## src/rtl/riscv_pipe_pkg.sv

```systemverilog
// Shared encodings for the RISC-V pipeline hazard logic: hazard FSM states and
// forwarding operand selects.
package riscv_pipe_pkg;

   typedef enum logic [1:0] {
      HZ_RUN     = 2'd0,
      HZ_MC_WAIT = 2'd1,
      HZ_FLUSH   = 2'd2
   } hz_state_t;

   localparam logic [1:0] FWD_RF    = 2'b00;
   localparam logic [1:0] FWD_EXMEM = 2'b10;
   localparam logic [1:0] FWD_MEMWB = 2'b01;

endpackage

```

## src/rtl/forwarding_unit.sv

```systemverilog
// EX operand forwarding comparators: picks EX/MEM over MEM/WB, never forwards x0,
// and is silenced by the hazard controller while EX is frozen.
module forwarding_unit
   import riscv_pipe_pkg::*;
#(
   parameter int unsigned reg_addr_width = 5,
   parameter int unsigned forward_enable = 1
) (
   input  logic [reg_addr_width-1:0] ex_rs1,
   input  logic [reg_addr_width-1:0] ex_rs2,
   input  logic [reg_addr_width-1:0] mem_rd,
   input  logic                      mem_reg_write,
   input  logic [reg_addr_width-1:0] wb_rd,
   input  logic                      wb_reg_write,
   input  logic                      block,
   output logic [1:0]                forward_a,
   output logic [1:0]                forward_b
);

   function automatic logic [1:0] fwd_sel(
      input logic [reg_addr_width-1:0] rs,
      input logic [reg_addr_width-1:0] m_rd,
      input logic                      m_we,
      input logic [reg_addr_width-1:0] w_rd,
      input logic                      w_we
   );
      logic [1:0] sel;
      sel = FWD_RF;
      if (m_we && (m_rd != '0) && (m_rd == rs)) begin
         sel = FWD_EXMEM;
      end else if (w_we && (w_rd != '0) && (w_rd == rs)) begin
         sel = FWD_MEMWB;
      end
      return sel;
   endfunction

   always_comb begin
      forward_a = FWD_RF;
      forward_b = FWD_RF;
      if ((forward_enable != 0) && !block) begin
         forward_a = fwd_sel(ex_rs1, mem_rd, mem_reg_write, wb_rd, wb_reg_write);
         forward_b = fwd_sel(ex_rs2, mem_rd, mem_reg_write, wb_rd, wb_reg_write);
      end
   end

endmodule

```

## src/rtl/hazard_control_unit.sv

```systemverilog
// Pipeline stall/flush/forward controller: branch flush sequencing, load-use and
// no-forward RAW stalls, and multi-cycle EX wait with a sticky timeout flag.
module hazard_control_unit
   import riscv_pipe_pkg::*;
#(
   parameter int unsigned reg_addr_width = 5,
   parameter int unsigned branch_penalty = 2,
   parameter int unsigned forward_enable = 1,
   parameter int unsigned mc_max_cycles  = 32
) (
   input  logic                      clk,
   input  logic                      reset,
   input  logic [reg_addr_width-1:0] id_rs1,
   input  logic [reg_addr_width-1:0] id_rs2,
   input  logic                      id_uses_rs1,
   input  logic                      id_uses_rs2,
   input  logic [reg_addr_width-1:0] ex_rs1,
   input  logic [reg_addr_width-1:0] ex_rs2,
   input  logic [reg_addr_width-1:0] ex_rd,
   input  logic                      ex_reg_write,
   input  logic                      ex_mem_read,
   input  logic [reg_addr_width-1:0] mem_rd,
   input  logic                      mem_reg_write,
   input  logic [reg_addr_width-1:0] wb_rd,
   input  logic                      wb_reg_write,
   input  logic                      ex_branch_taken,
   input  logic                      mc_start,
   input  logic                      mc_done,
   output logic                      stall,
   output logic                      bubble,
   output logic                      ex_hold,
   output logic                      flush_if_id,
   output logic                      flush_id_ex,
   output logic [1:0]                forward_a,
   output logic [1:0]                forward_b,
   output logic                      mc_timeout,
   output logic [1:0]                hz_state
);

   localparam int unsigned MCNT_W = $clog2(mc_max_cycles + 1);
   localparam int unsigned FCNT_W = 3;
   localparam logic [MCNT_W-1:0] MC_MAX = MCNT_W'(mc_max_cycles);

   hz_state_t         state_q, state_d;
   logic [MCNT_W-1:0] mcnt_q, mcnt_d;
   logic [FCNT_W-1:0] fcnt_q, fcnt_d;
   logic              mc_timeout_q, mc_timeout_d;

   logic load_use, ex_raw, mem_raw, raw_stall, fwd_block;

   // ID source matches against younger-stage destinations; x0 never matches
   always_comb begin
      load_use = ex_mem_read && (ex_rd != '0) &&
                 ((id_uses_rs1 && (id_rs1 == ex_rd)) || (id_uses_rs2 && (id_rs2 == ex_rd)));
      ex_raw   = ex_reg_write && (ex_rd != '0) &&
                 ((id_uses_rs1 && (id_rs1 == ex_rd)) || (id_uses_rs2 && (id_rs2 == ex_rd)));
      mem_raw  = mem_reg_write && (mem_rd != '0) &&
                 ((id_uses_rs1 && (id_rs1 == mem_rd)) || (id_uses_rs2 && (id_rs2 == mem_rd)));
      raw_stall = (forward_enable == 0) && (ex_raw || mem_raw);
   end

   always_ff @(posedge clk) begin
      if (reset) begin
         state_q      <= HZ_RUN;
         mcnt_q       <= '0;
         fcnt_q       <= '0;
         mc_timeout_q <= 1'b0;
      end else begin
         state_q      <= state_d;
         mcnt_q       <= mcnt_d;
         fcnt_q       <= fcnt_d;
         mc_timeout_q <= mc_timeout_d;
      end
   end

   always_comb begin
      state_d      = state_q;
      mcnt_d       = mcnt_q;
      fcnt_d       = fcnt_q;
      mc_timeout_d = mc_timeout_q;
      case (state_q)
         HZ_RUN: begin
            if (ex_branch_taken) begin
               if (branch_penalty > 2) begin
                  state_d = HZ_FLUSH;
                  fcnt_d  = FCNT_W'(branch_penalty - 2);
               end
            end else if (mc_start && !mc_done) begin
               state_d = HZ_MC_WAIT;
               mcnt_d  = MCNT_W'(1);
            end
         end
         HZ_MC_WAIT: begin
            if (mc_done) begin
               state_d = HZ_RUN;
            end else if (mcnt_q >= MC_MAX) begin
               state_d      = HZ_RUN;
               mc_timeout_d = 1'b1;
            end else begin
               mcnt_d = mcnt_q + MCNT_W'(1);
            end
         end
         HZ_FLUSH: begin
            fcnt_d = fcnt_q - FCNT_W'(1);
            if (fcnt_q <= FCNT_W'(1)) begin
               state_d = HZ_RUN;
            end
         end
         default: state_d = HZ_RUN;
      endcase
   end

   // Outputs are combinational and held at zero throughout reset
   always_comb begin
      stall       = 1'b0;
      bubble      = 1'b0;
      ex_hold     = 1'b0;
      flush_if_id = 1'b0;
      flush_id_ex = 1'b0;
      mc_timeout  = 1'b0;
      hz_state    = 2'd0;
      if (!reset) begin
         mc_timeout = mc_timeout_q;
         hz_state   = state_q;
         case (state_q)
            HZ_RUN: begin
               if (ex_branch_taken) begin
                  flush_if_id = 1'b1;
                  flush_id_ex = 1'b1;
               end else if (mc_start && !mc_done) begin
                  stall   = 1'b1;
                  ex_hold = 1'b1;
               end else if (load_use || raw_stall) begin
                  stall  = 1'b1;
                  bubble = 1'b1;
               end
            end
            HZ_MC_WAIT: begin
               if (!mc_done && (mcnt_q < MC_MAX)) begin
                  stall   = 1'b1;
                  ex_hold = 1'b1;
               end
            end
            HZ_FLUSH: flush_if_id = 1'b1;
            default: ;
         endcase
      end
   end

   assign fwd_block = reset || (ex_hold && !mc_done);

   forwarding_unit #(
      .reg_addr_width (reg_addr_width),
      .forward_enable (forward_enable)
   ) u_fwd (
      .ex_rs1        (ex_rs1),
      .ex_rs2        (ex_rs2),
      .mem_rd        (mem_rd),
      .mem_reg_write (mem_reg_write),
      .wb_rd         (wb_rd),
      .wb_reg_write  (wb_reg_write),
      .block         (fwd_block),
      .forward_a     (forward_a),
      .forward_b     (forward_b)
   );

endmodule
```

## config.mk

```make
export PLATFORM = sky130hd
export DESIGN_NAME = hazard_control_unit
export DESIGN_NICKNAME = d
export VERILOG_FILES = /design/src/rtl/riscv_pipe_pkg.sv /design/src/rtl/forwarding_unit.sv /design/src/rtl/hazard_control_unit.sv
export SDC_FILE = /design/constraint.sdc
export NUM_CORES = 1
export LEC_CHECK = 0
export CAP_MARGIN = 20
export CORE_UTILIZATION = 38
export CTS_CLUSTER_DIAMETER = 80
export DETAILED_ROUTE_END_ITERATION = 7
export PLACE_DENSITY = 0.83
export SETUP_SLACK_MARGIN = 0.1
export SLEW_MARGIN = 20
export SYNTH_ARGS = -nofsm -noshare
export SYNTH_HDL_FRONTEND = slang
export SYNTH_SLANG_ARGS = --single-unit
```

## constraint.sdc

```tcl
create_clock -name clk -period 4.3 [get_ports clk]
set_input_delay 1.075 -clock clk [delete_from_list [all_inputs] [get_ports clk]]
set_output_delay 1.075 -clock clk [all_outputs]
set_load 0.02 [all_outputs]
```

== After elaboration in Yosys (flattened, before gate mapping) ==
Cells that the tools add are included.
Word-level totals
  bits in registers: 12
  input port bits: 46
Cells by class
  add/sub/neg operators: 2
  magnitude comparators: 3
  equality and inequality tests: 14
  multiplexer cells: 38
  bitwise logic cells: 1
  reductions and logical operators: 24
Operators with widths (count)
  $eq 5x5->1: 6
  $mux 6: 4
  $mux 2: 10
  $mux 1: 19
  $reduce_bool 5->1: 3
  $logic_and 1x1->1: 13
  $pmux 6 s2: 1
  $ne 2x2->1 const B: 5
  $add 6x1->6 const B: 1
  $ge 6x6->1 const B: 1
  $lt 6x6->1 const B: 1
  $pmux 1 s2: 3
  $pmux 2 s3: 1
  $reduce_and 5->1: 1
  $reduce_and 4->1: 1
  $le 3x1->1 const B: 1
  $ne 3x3->1 const B: 1
  $reduce_and 3->1: 1
  $sub 3x1->3 const B: 1
  $eq 2x1->1 const B: 1
  $eq 2x2->1 const B: 1
  $logic_not 2->1: 1
  $logic_or 1x1->1: 2
  $reduce_bool 2->1: 1
  other kinds (2): 2

== Depth between registers and ports, before layout ==
Gate-level depths: netlist of run 1.
  word-level depth: 9
  mapped depth: 5
  mapped depth without buffers: 5

== Modules after synthesis ==
A second synthesis of run 1 with hierarchy kept.
Unflattened totals
  cell total of the unflattened synthesis: 109
  area total of the unflattened synthesis: 887.1 um^2
Modules (own cells, without submodules)
  hazard_control_unit: instances 1, cells each 72, area each 601.8 um^2, seq. area each 160.2 um^2
  forwarding_unit: instances 1, cells each 37, area each 285.3 um^2, seq. area each 0.0 um^2

== Worst setup path after synthesis of run 1 ==
No wires, ideal clock.
  path kind: input-to-output
  start point: input ex_rd[3]
  end point: output bubble
  arrival: 2373 ps
  required time: 3225 ps
  path slack: 852 ps
  stages: 4
  cells stage by stage: xor2_1 -> nor4_1 -> a32oi_1 -> nor4_1
Between the ends
  cells in the longest elaborated chain, start to end: 9
  elaborated cells between the ends (all ways): 13
  those cells by class: eq/ne (2); mux (5); reduce/logical (6)
RTL lines
  from (decl): RTL line hazard_control_unit.sv:19  | input logic [reg_addr_width-1:0] ex_rd,
  $eq 5x5->1
  $logic_and 1x1->1
  $logic_or 1x1->1
  $logic_and 1x1->1 *: RTL line hazard_control_unit.sv:53  | load_use = ex_mem_read && (ex_rd != '0) &&
  $mux 1 *: RTL line hazard_control_unit.sv:133  | end else if (load_use || raw_stall) begin
  $mux 1 *: RTL line hazard_control_unit.sv:130  | end else if (mc_start && !mc_done) begin
  $mux 1 *: RTL line hazard_control_unit.sv:127  | if (ex_branch_taken) begin
  $mux 1 *: RTL line hazard_control_unit.sv:125  | case (state_q)
  $mux 1 *: RTL line hazard_control_unit.sv:122  | if (!reset) begin
  to (decl): RTL line hazard_control_unit.sv:30  | output logic bubble,
Every way passes the cells marked *; elsewhere a longest branch is shown, timed or not.

== Final worst setup path of run 1 ==
  start point: input mc_start
  end point: output ex_hold
Between the ends
  cells in the longest elaborated chain, start to end: 5
RTL lines
  from (decl): RTL line hazard_control_unit.sv:27  | input logic mc_start,
  $logic_and 1x1->1: RTL line hazard_control_unit.sv:130
  $mux 1: RTL line hazard_control_unit.sv:130
  $mux 1: RTL line hazard_control_unit.sv:127
  $pmux 1 s2: RTL line hazard_control_unit.sv:125
  $mux 1: RTL line hazard_control_unit.sv:122
  to (decl): RTL line hazard_control_unit.sv:31  | output logic ex_hold,
No other way between the ends.

==> flow_summary.html, run 1 <==
<table>
<tr><th>Metric</th><th>Value</th></tr>
<tr><th colspan="2">Synth</th></tr>
<tr><td>Number of distinct library cells after synthesis</td><td>30</td></tr>
<tr><td>Syn avg cell area</td><td>8.21 µm²</td></tr>
<tr><td>Synth Register Bits</td><td>8</td></tr>
<tr><td>Post-Synthesis Net Count</td><td>155</td></tr>
<tr><td>Cell Area, Synth</td><td>878 µm²</td></tr>
<tr><td>Post-synth EDFFs</td><td>0</td></tr>
<tr><td>Synth Warn #</td><td>0</td></tr>
<tr><td>Fraction of the yosys area taken by sequential cells</td><td>18.2%</td></tr>
<tr><td>Fraction of registers with async set or reset after synthesis</td><td>0%</td></tr>
<tr><td>Number of instances in the synthesized netlist</td><td>107</td></tr>
<tr><td>Main synth FF type</td><td>sky130_fd_sc_hd__dfxtp_1</td></tr>
<tr><th colspan="2">Drt</th></tr>
<tr><td>Vias per cell</td><td>5.01</td></tr>
<tr><td>Average wire length per cell after detail routing</td><td>12.4 µm</td></tr>
<tr><td>Routed vias</td><td>982</td></tr>
<tr><td>Number of optimization iterations in the first detailed-route pass</td><td>4</td></tr>
<tr><td>Iter 0 DRT Violations</td><td>6</td></tr>
<tr><td>Residual antenna-violating net count after detailed routing</td><td>0</td></tr>
<tr><td>DRC violations left</td><td>0</td></tr>
<tr><td>Overall routed net length</td><td>2440 µm</td></tr>
<tr><th colspan="2">CTS</th></tr>
<tr><td>Largest buffer count on any clock path</td><td>2</td></tr>
<tr><td>CTS clock-pin slew for the worst setup and hold paths</td><td>0.05 ns</td></tr>
<tr><td>Clock Latency Late Sink</td><td>0.25 ns</td></tr>
<tr><td>Number of H-tree levels</td><td>1</td></tr>
<tr><td>Buffer type at the clock tree root</td><td>sky130_fd_sc_hd__clkbuf_4</td></tr>
<tr><td>Number of buffers created by CTS</td><td>3</td></tr>
<tr><td>Clock tree from TritonCTS</td><td>yes</td></tr>
<tr><td>Post-CTS setup buffers</td><td>0</td></tr>
<tr><td># clock sinks</td><td>8</td></tr>
<tr><th colspan="2">Worst setup path</th></tr>
<tr><td>Startpoint class of the critical path</td><td>input pin</td></tr>
<tr><td>Type of the setup path with the least slack</td><td>in2out</td></tr>
<tr><td>Maximum net fanout on the critical path</td><td>4</td></tr>
<tr><td>Arrival time at the worst endpoint</td><td>2.95 ns</td></tr>
<tr><td>Critical path capture point type</td><td>output port</td></tr>
<tr><td>Worst path required time</td><td>3.22 ns</td></tr>
<tr><td>Logic depth of the worst register-to-register path</td><td>5</td></tr>
<tr><th colspan="2">Layout</th></tr>
<tr><td>Fill cell instance count of the final layout</td><td>187</td></tr>
<tr><td>Signed area change from the synthesized netlist to the final layout</td><td>72.5%</td></tr>
<tr><td>Leading cell types in the layout, fill and taps excluded</td><td>49 x sky130_fd_sc_hd__clkdlybuf4s50_1, 18 x sky130_fd_sc_hd__xor2_1, 15 x sky130_fd_sc_hd__xnor2_1</td></tr>
<tr><td>Leading cell type in the layout, fill and taps excluded</td><td>sky130_fd_sc_hd__clkdlybuf4s50_1</td></tr>
<tr><td>Net total in the final layout</td><td>218</td></tr>
<tr><td>Share of cells above drive strength 1</td><td>11.3%</td></tr>
<tr><td>Number of inserted diodes</td><td>0</td></tr>
<tr><th colspan="2">GRT</th></tr>
<tr><td>Largest net degree at the start of global routing</td><td>10</td></tr>
<tr><td>M3 GR Usage</td><td>4.01%</td></tr>
<tr><td>GRT Overall Usage</td><td>20.4%</td></tr>
<tr><td>Layer with the highest usage</td><td>met2</td></tr>
<tr><td>Met2 demand-to-capacity share in global routing</td><td>41.1%</td></tr>
<tr><td>Vias in the first global route</td><td>966</td></tr>
<tr><td>First-pass GRT wire length</td><td>3810 µm</td></tr>
<tr><td>Gr ovfl total</td><td>0</td></tr>
<tr><td>Global-route track usage on met1</td><td>18.7%</td></tr>
<tr><td>Number of antenna violations at the first check in global routing</td><td>0</td></tr>
<tr><th colspan="2">Worst hold path</th></tr>
<tr><td>Cell count of the worst hold path</td><td>2</td></tr>
<tr><td>Class of the tightest hold or removal check</td><td>reg2reg</td></tr>
<tr><th colspan="2">STA</th></tr>
<tr><td>Unrepaired setup endpoints after global routing</td><td>false</td></tr>
<tr><td>Worst clock skew</td><td>0.000247 ns</td></tr>
<tr><td>Final critical-path required period</td><td>4.02 ns</td></tr>
<tr><td>Aggregate negative setup slack</td><td>0 ns</td></tr>
<tr><td>Highest attainable clock frequency</td><td>249 MHz</td></tr>
<tr><td>Worst Setup Slack, final</td><td>0.279 ns</td></tr>
<tr><td>Setup violators final</td><td>0</td></tr>
<tr><td>Final period utilization</td><td>93.5%</td></tr>
<tr><td>Pins Over Slew Limit</td><td>0</td></tr>
<tr><td>Final hold violations</td><td>0</td></tr>
<tr><th colspan="2">Floorplanning</th></tr>
<tr><td>Core Region</td><td>2190 µm²</td></tr>
<tr><td>Row count</td><td>17</td></tr>
<tr><td>Die Height</td><td>50.1 µm</td></tr>
<tr><td>Area of the die</td><td>2510 µm²</td></tr>
<tr><td>Number of top-level pins</td><td>58</td></tr>
<tr><td>Initial core utilization</td><td>40.1%</td></tr>
<tr><td>DIE WIDTH</td><td>50.1 µm</td></tr>
<tr><th colspan="2">Pwr</th></tr>
<tr><td>Total power per unit cell area</td><td>160 nW/µm²</td></tr>
<tr><td>Largest vdd supply drop</td><td>0.125 mV</td></tr>
<tr><td>Pleak</td><td>0.598 nW</td></tr>
<tr><th colspan="2">Run</th></tr>
<tr><td>Max-capacitance violation count</td><td>0</td></tr>
<tr><th colspan="2">Place</th></tr>
<tr><td>Input/output buffers</td><td>55</td></tr>
<tr><td>Weighted congestion at the end of routability-driven global placement</td><td>0.830</td></tr>
<tr><td>Pre-CTS setup slack</td><td>0.0222 ns</td></tr>
<tr><td>Estimated wirelength of the detail-placed design</td><td>2170 µm</td></tr>
<tr><th colspan="2">Run status</th></tr>
<tr><td>Run status</td><td>finished, final reports clean</td></tr>
</table>
[final timing paths]
path         slack, ns        from        end
min               0.51   mcnt_q[5]  mcnt_q[5]
max reg2reg       2.86  state_q[0]  mcnt_q[1]
min reg2reg       0.51   mcnt_q[5]  mcnt_q[5]
max               0.28    mc_start    ex_hold
[worst max-delay path, stage by stage]
cell and delay [ns]:
sky130_fd_sc_hd__clkdlybuf4s50_1 0.46, sky130_fd_sc_hd__or3b_4 0.41, sky130_fd_sc_hd__a21oi_2 0.21, sky130_fd_sc_hd__nand2b_1 0.12, sky130_fd_sc_hd__inv_1 0.06, sky130_fd_sc_hd__clkdlybuf4s50_1 0.60
[Yosys cell counts, types with 4 or more instances]
cell type	instances	area [µm²]
sky130_fd_sc_hd__a211oi_2	4	50.1
sky130_fd_sc_hd__xnor2_1	15	131
sky130_fd_sc_hd__nor2_1	10	37.5
sky130_fd_sc_hd__xor2_1	18	158
sky130_fd_sc_hd__nand3_1	6	30.0
sky130_fd_sc_hd__nor3_1	4	20.0
sky130_fd_sc_hd__dfxtp_1	8	160
sky130_fd_sc_hd__inv_1	6	22.5
sky130_fd_sc_hd__nor4_1	5	31.3
[metrics by stage]
stage          cells  utilization (%)  total power [W]  hold WS [ns]  cell area (µm²)
2_1_floorplan    107                -         0.000121         0.454              878
3_3_place_gp     193             68.0         0.000182         0.486             1490
5_1_grt          196             69.2         0.000257         0.517             1520
6_report         196             69.2         0.000242         0.508             1520
4_1_cts          196             68.8         0.000244         0.507             1510
3_5_place_dp     193             68.0         0.000185         0.493             1490
[metal layers]
layer / vias to the layer above / routed length, µm
met1: 431 / 848
met2: 54 / 1280
li1: 493 / -
met5: - / 0
met3: 4 / 264
met4: 0 / 42
[flip-flops by register name (all words and copies together), names as in the netlist]
name          flops
mc_timeout_q      1
mcnt_q            6
state_q           1
[timing repair]
item	CTS	global route
setup endpoints to repair	5	1
gates resized for setup	5	2
hold buffers	0	0
gates cloned	0	0
[area by class of cell]
type | instances | area, µm² | area share [%]
clock buffer | 3 | 22.5 | 1.49
inverter | 6 | 22.5 | 1.49
multi-input combinational | 90 | 683 | 45.1
sequential | 8 | 160 | 10.6
tap | 28 | 35.0 | 2.31
timing repair buffer | 61 | 592 | 39.1
[logic make-up after synthesis]
group | synth area share (%)
compound gates | 14.2
xor+xnor | 32.9
fa+ha+maj | 2.85
buf+inv | 4.70
flops | 18.2
other cells | 0.427
simple gates | 26.6
[where the power goes]
group | internal (W) | total [W] | switching [W]
clock network | 0.0000320 | 0.0000584 | 0.0000264
logic | 0.0000643 | 0.000107 | 0.0000426
registers | 0.0000752 | 0.0000764 | 0.00000125
total | 0.000171 | 0.000242 | 0.0000702
(Power assumes the default switching activity.)
==> run 2, diff against run 1 <==
SLEW_MARGIN = not set   (was 20)
==> results of run 2 <==
No change in the layout: final DEF, timing and power equal those of run 1.
==> run 3, diff against run 2 <==
CORE_UTILIZATION = 36   (was 38)
PLACE_DENSITY = 0.8   (was 0.83)
clock period = 4.4 ns   (was 4.3 ns; I/O delays follow)
==> flow_summary.html, run 3 (synthesis results as in run 1) <==
<table>
<tr><th>Metric</th><th>Value</th></tr>
<tr><th colspan="2">CTS</th></tr>
<tr><td>Buffer type at the clock tree root</td><td>sky130_fd_sc_hd__clkbuf_4</td></tr>
<tr><td>Number of buffers created by CTS</td><td>3 (unchanged)</td></tr>
<tr><td>Largest buffer count on any clock path</td><td>2 (unchanged)</td></tr>
<tr><td>Hold buffer count at CTS</td><td>0 (unchanged)</td></tr>
<tr><td># clock sinks</td><td>8 (unchanged)</td></tr>
<tr><td>Post-CTS setup buffers</td><td>0 (unchanged)</td></tr>
<tr><td>CTS clock-pin slew for the worst setup and hold paths</td><td>0.06 ns (about the same)</td></tr>
<tr><td>Clock tree from TritonCTS</td><td>yes</td></tr>
<tr><td>Number of H-tree levels</td><td>1 (unchanged)</td></tr>
<tr><td>Number of gates given a new drive strength after cts</td><td>4 (-1)</td></tr>
<tr><td>Clock Latency Late Sink</td><td>0.25 ns (about the same)</td></tr>
<tr><th colspan="2">Floorplanning</th></tr>
<tr><td>DIE WIDTH</td><td>51.4 µm (+2.6%)</td></tr>
<tr><td>Number of top-level pins</td><td>58 (unchanged)</td></tr>
<tr><td>Area of the die</td><td>2640 µm² (+5.3%)</td></tr>
<tr><td>Row count</td><td>17 (unchanged)</td></tr>
<tr><td>Die Height</td><td>51.4 µm (+2.6%)</td></tr>
<tr><td>Core Region</td><td>2250 µm² (+2.9%)</td></tr>
<tr><td>Initial core utilization</td><td>39.0% (-1.1 points)</td></tr>
<tr><th colspan="2">Layout</th></tr>
<tr><td>Net total in the final layout</td><td>217 (-0.46%)</td></tr>
<tr><td>Number of inserted diodes</td><td>0 (unchanged)</td></tr>
<tr><td>Leading cell type in the layout, fill and taps excluded</td><td>sky130_fd_sc_hd__clkdlybuf4s50_1</td></tr>
<tr><td>Leading cell types in the layout, fill and taps excluded</td><td>49 x sky130_fd_sc_hd__clkdlybuf4s50_1, 18 x sky130_fd_sc_hd__xor2_1, 15 x sky130_fd_sc_hd__xnor2_1</td></tr>
<tr><td>Number of standard cells in the layout, taps in and fillers out</td><td>195 (-0.51%)</td></tr>
<tr><td>Signed area change from the synthesized netlist to the final layout</td><td>71.4%</td></tr>
<tr><td>Largest register FFs</td><td>6 (unchanged)</td></tr>
<tr><td>Largest registers</td><td>mcnt_q x6, mc_timeout_q x1, state_q x1</td></tr>
<tr><td>Share of cells above drive strength 1</td><td>10.2% (-1.1 points)</td></tr>
<tr><td>Register containing the most flip-flops in the final layout</td><td>mcnt_q</td></tr>
<tr><th colspan="2">Run status</th></tr>
<tr><td>Run status</td><td>finished, final reports clean</td></tr>
<tr><th colspan="2">Pwr</th></tr>
<tr><td>Clk network pwr share</td><td>24.2% (about the same)</td></tr>
<tr><td>Total power draw</td><td>0.000236 W (-2.5%)</td></tr>
<tr><td>Comb pwr share</td><td>44.1% (about the same)</td></tr>
<tr><td>Largest vdd supply drop</td><td>0.120 mV (-4.4%)</td></tr>
<tr><td>Net load switching power</td><td>0.0000686 W (-2.3%)</td></tr>
<tr><td>Sequential cell fraction of total power</td><td>31.7% (about the same)</td></tr>
<tr><td>Total power per unit cell area</td><td>157 nW/µm² (-1.9%)</td></tr>
<tr><td>P_int</td><td>0.000167 W (-2.6%)</td></tr>
<tr><td>Net switching share of the total power</td><td>29.1% (+0.057 points)</td></tr>
<tr><td>Pleak</td><td>0.607 nW (+1.5%)</td></tr>
<tr><th colspan="2">Worst setup path</th></tr>
<tr><td>Cell with the largest stage delay on the worst path</td><td>sky130_fd_sc_hd__clkdlybuf4s50_1</td></tr>
<tr><td>Most Frequent Cell on Critical Path</td><td>sky130_fd_sc_hd__clkdlybuf4s50_1</td></tr>
<tr><td>Critical Path Max Stage Delay</td><td>0.60 ns (about the same)</td></tr>
<tr><td>Critical path capture point type</td><td>output port</td></tr>
<tr><td>Arrival time at the worst endpoint</td><td>2.99 ns (+0.04 ns)</td></tr>
<tr><td>Crit path buf inv count</td><td>3 (unchanged)</td></tr>
<tr><td>Worst path required time</td><td>3.30 ns (+0.08 ns)</td></tr>
<tr><td>Maximum net fanout on the critical path</td><td>4 (unchanged)</td></tr>
<tr><td>Cell chain of the critical path</td><td>clkdlybuf4s50_1, or3b_4, a21oi_2, nand2b_1, inv_1, clkdlybuf4s50_1</td></tr>
<tr><td>Family with the most delay on the worst path</td><td>buffers and inverters</td></tr>
<tr><td>Logic depth of the worst register-to-register path</td><td>5 (unchanged)</td></tr>
<tr><td>Startpoint class of the critical path</td><td>input pin</td></tr>
<tr><td>Type of the setup path with the least slack</td><td>in2out</td></tr>
<tr><td>Total stage count of the critical path</td><td>6 (unchanged)</td></tr>
<tr><th colspan="2">GRT</th></tr>
<tr><td>Number of antenna violations at the first check in global routing</td><td>0 (unchanged)</td></tr>
<tr><td>GRT Overall Usage</td><td>20.1% (-0.29 points)</td></tr>
<tr><td>First-pass GRT wire length</td><td>4080 µm (+7.2%)</td></tr>
<tr><td>Largest net degree at the start of global routing</td><td>11 (+1)</td></tr>
<tr><td>Gr ovfl total</td><td>0 (unchanged)</td></tr>
<tr><td>Vias in the first global route</td><td>1061 (+9.8%)</td></tr>
<tr><th colspan="2">Drt</th></tr>
<tr><td>Iter 0 DRT Violations</td><td>6 (unchanged)</td></tr>
<tr><td>Routed vias</td><td>996 (+1.4%)</td></tr>
<tr><td>Residual antenna-violating net count after detailed routing</td><td>0 (unchanged)</td></tr>
<tr><td>Vias per cell</td><td>5.11 (+1.9%)</td></tr>
<tr><td>Overall routed net length</td><td>2500 µm (+2.4%)</td></tr>
<tr><td>Average wire length per cell after detail routing</td><td>12.8 µm (+2.9%)</td></tr>
<tr><td>Number of optimization iterations in the first detailed-route pass</td><td>6 (+2)</td></tr>
<tr><td>DRC violations left</td><td>0 (unchanged)</td></tr>
<tr><th colspan="2">Place</th></tr>
<tr><td>Weighted congestion at the end of routability-driven global placement</td><td>0.850 (+2.4%)</td></tr>
<tr><td>Placed Cells</td><td>192 (-0.52%)</td></tr>
<tr><td>Input/output buffers</td><td>55 (unchanged)</td></tr>
<tr><td>Estimated wirelength of the detail-placed design</td><td>2200 µm (+1.7%)</td></tr>
<tr><th colspan="2">STA</th></tr>
<tr><td>Aggregate negative setup slack</td><td>0 ns (unchanged)</td></tr>
<tr><td>Setup violators final</td><td>0 (unchanged)</td></tr>
<tr><td>Worst clock skew</td><td>0.00971 ns (+0.00947 ns)</td></tr>
<tr><td>Final period utilization</td><td>93.0%</td></tr>
<tr><td>Pins Over Slew Limit</td><td>0 (unchanged)</td></tr>
<tr><td>Final critical-path required period</td><td>4.09 ns</td></tr>
<tr><td>Highest attainable clock frequency</td><td>244 MHz</td></tr>
<tr><td>Unrepaired setup endpoints after global routing</td><td>false</td></tr>
<tr><td>Final hold violations</td><td>0 (unchanged)</td></tr>
<tr><th colspan="2">Run</th></tr>
<tr><td>Max-capacitance violation count</td><td>0 (unchanged)</td></tr>
<tr><th colspan="2">Worst hold path</th></tr>
<tr><td>Class of the tightest hold or removal check</td><td>reg2reg</td></tr>
<tr><td>Cell count of the worst hold path</td><td>2 (unchanged)</td></tr>
</table>
==> run 3: cell types whose count changed in the layout (fill, tap and decap cells not counted), sizes merged <==
cell / delta
buf: -1
dlygate4sd2: -1
dlymetal6s2s: +1
==> run 3: worst min-delay path: stages (launching register included) <==
cell	delay, ns
sky130_fd_sc_hd__dfxtp_1	0.36
sky130_fd_sc_hd__a31oi_1	0.05
sky130_fd_sc_hd__nor2_1	0.08
==> run 3: worst paths after layout <==
check                   from         to  slack, ns
hold / removal     mcnt_q[5]  mcnt_q[5]       0.52
setup / recovery    mc_start    ex_hold       0.31
setup reg to reg  state_q[0]  mcnt_q[1]       2.94
hold reg to reg    mcnt_q[5]  mcnt_q[5]       0.52
==> run 3: layer usage <==
layer  vias up  share of wire [%]  GRT usage, %  wire length (µm)
met3         4                6.4          2.38               160
li1        489                  -             -                 -
met5         -                  0             0                 0
met1       457                 37          18.9               916
met2        46                 56          43.5              1390
met4         0                1.2          5.41                29
==> run 3: cell type report <==
| type | instances | area [µm²] |
|---|---|---|
| clock buffer | 3 | 22.5 |
| fill | 209 | 749 |
| inverter | 6 | 22.5 |
| multi-input combinational | 90 | 677 |
| sequential | 8 | 160 |
| tap | 28 | 35.0 |
| timing repair buffer | 60 | 588 |
==> run 3: per-stage QoR <==
| step | worst slack [ns] | hold slack [ns] | utilization (%) | instance area (µm²) |
|---|---|---|---|---|
| after floorplan | 0.902 | 0.454 | - | 878 |
| after global placement | 0.0526 | 0.493 | 65.8 | 1480 |
| after detailed placement | 0.0374 | 0.509 | 65.8 | 1480 |
| after CTS | 0.152 | 0.525 | 66.5 | 1500 |
| after global routing | 0.208 | 0.559 | 66.8 | 1510 |
| final | 0.310 | 0.518 | 66.8 | 1510 |
==> run 3: power by group through the flow <==
stage	clock, W	sequential [W]	combinational (W)
after detailed placement	0	0.0000764	0.000104
after CTS	0.0000587	0.0000748	0.000104
after global routing	0.0000616	0.0000750	0.000111
after floorplan	0	0.0000761	0.0000417
final	0.0000570	0.0000747	0.000104
after global placement	0	0.0000763	0.000101
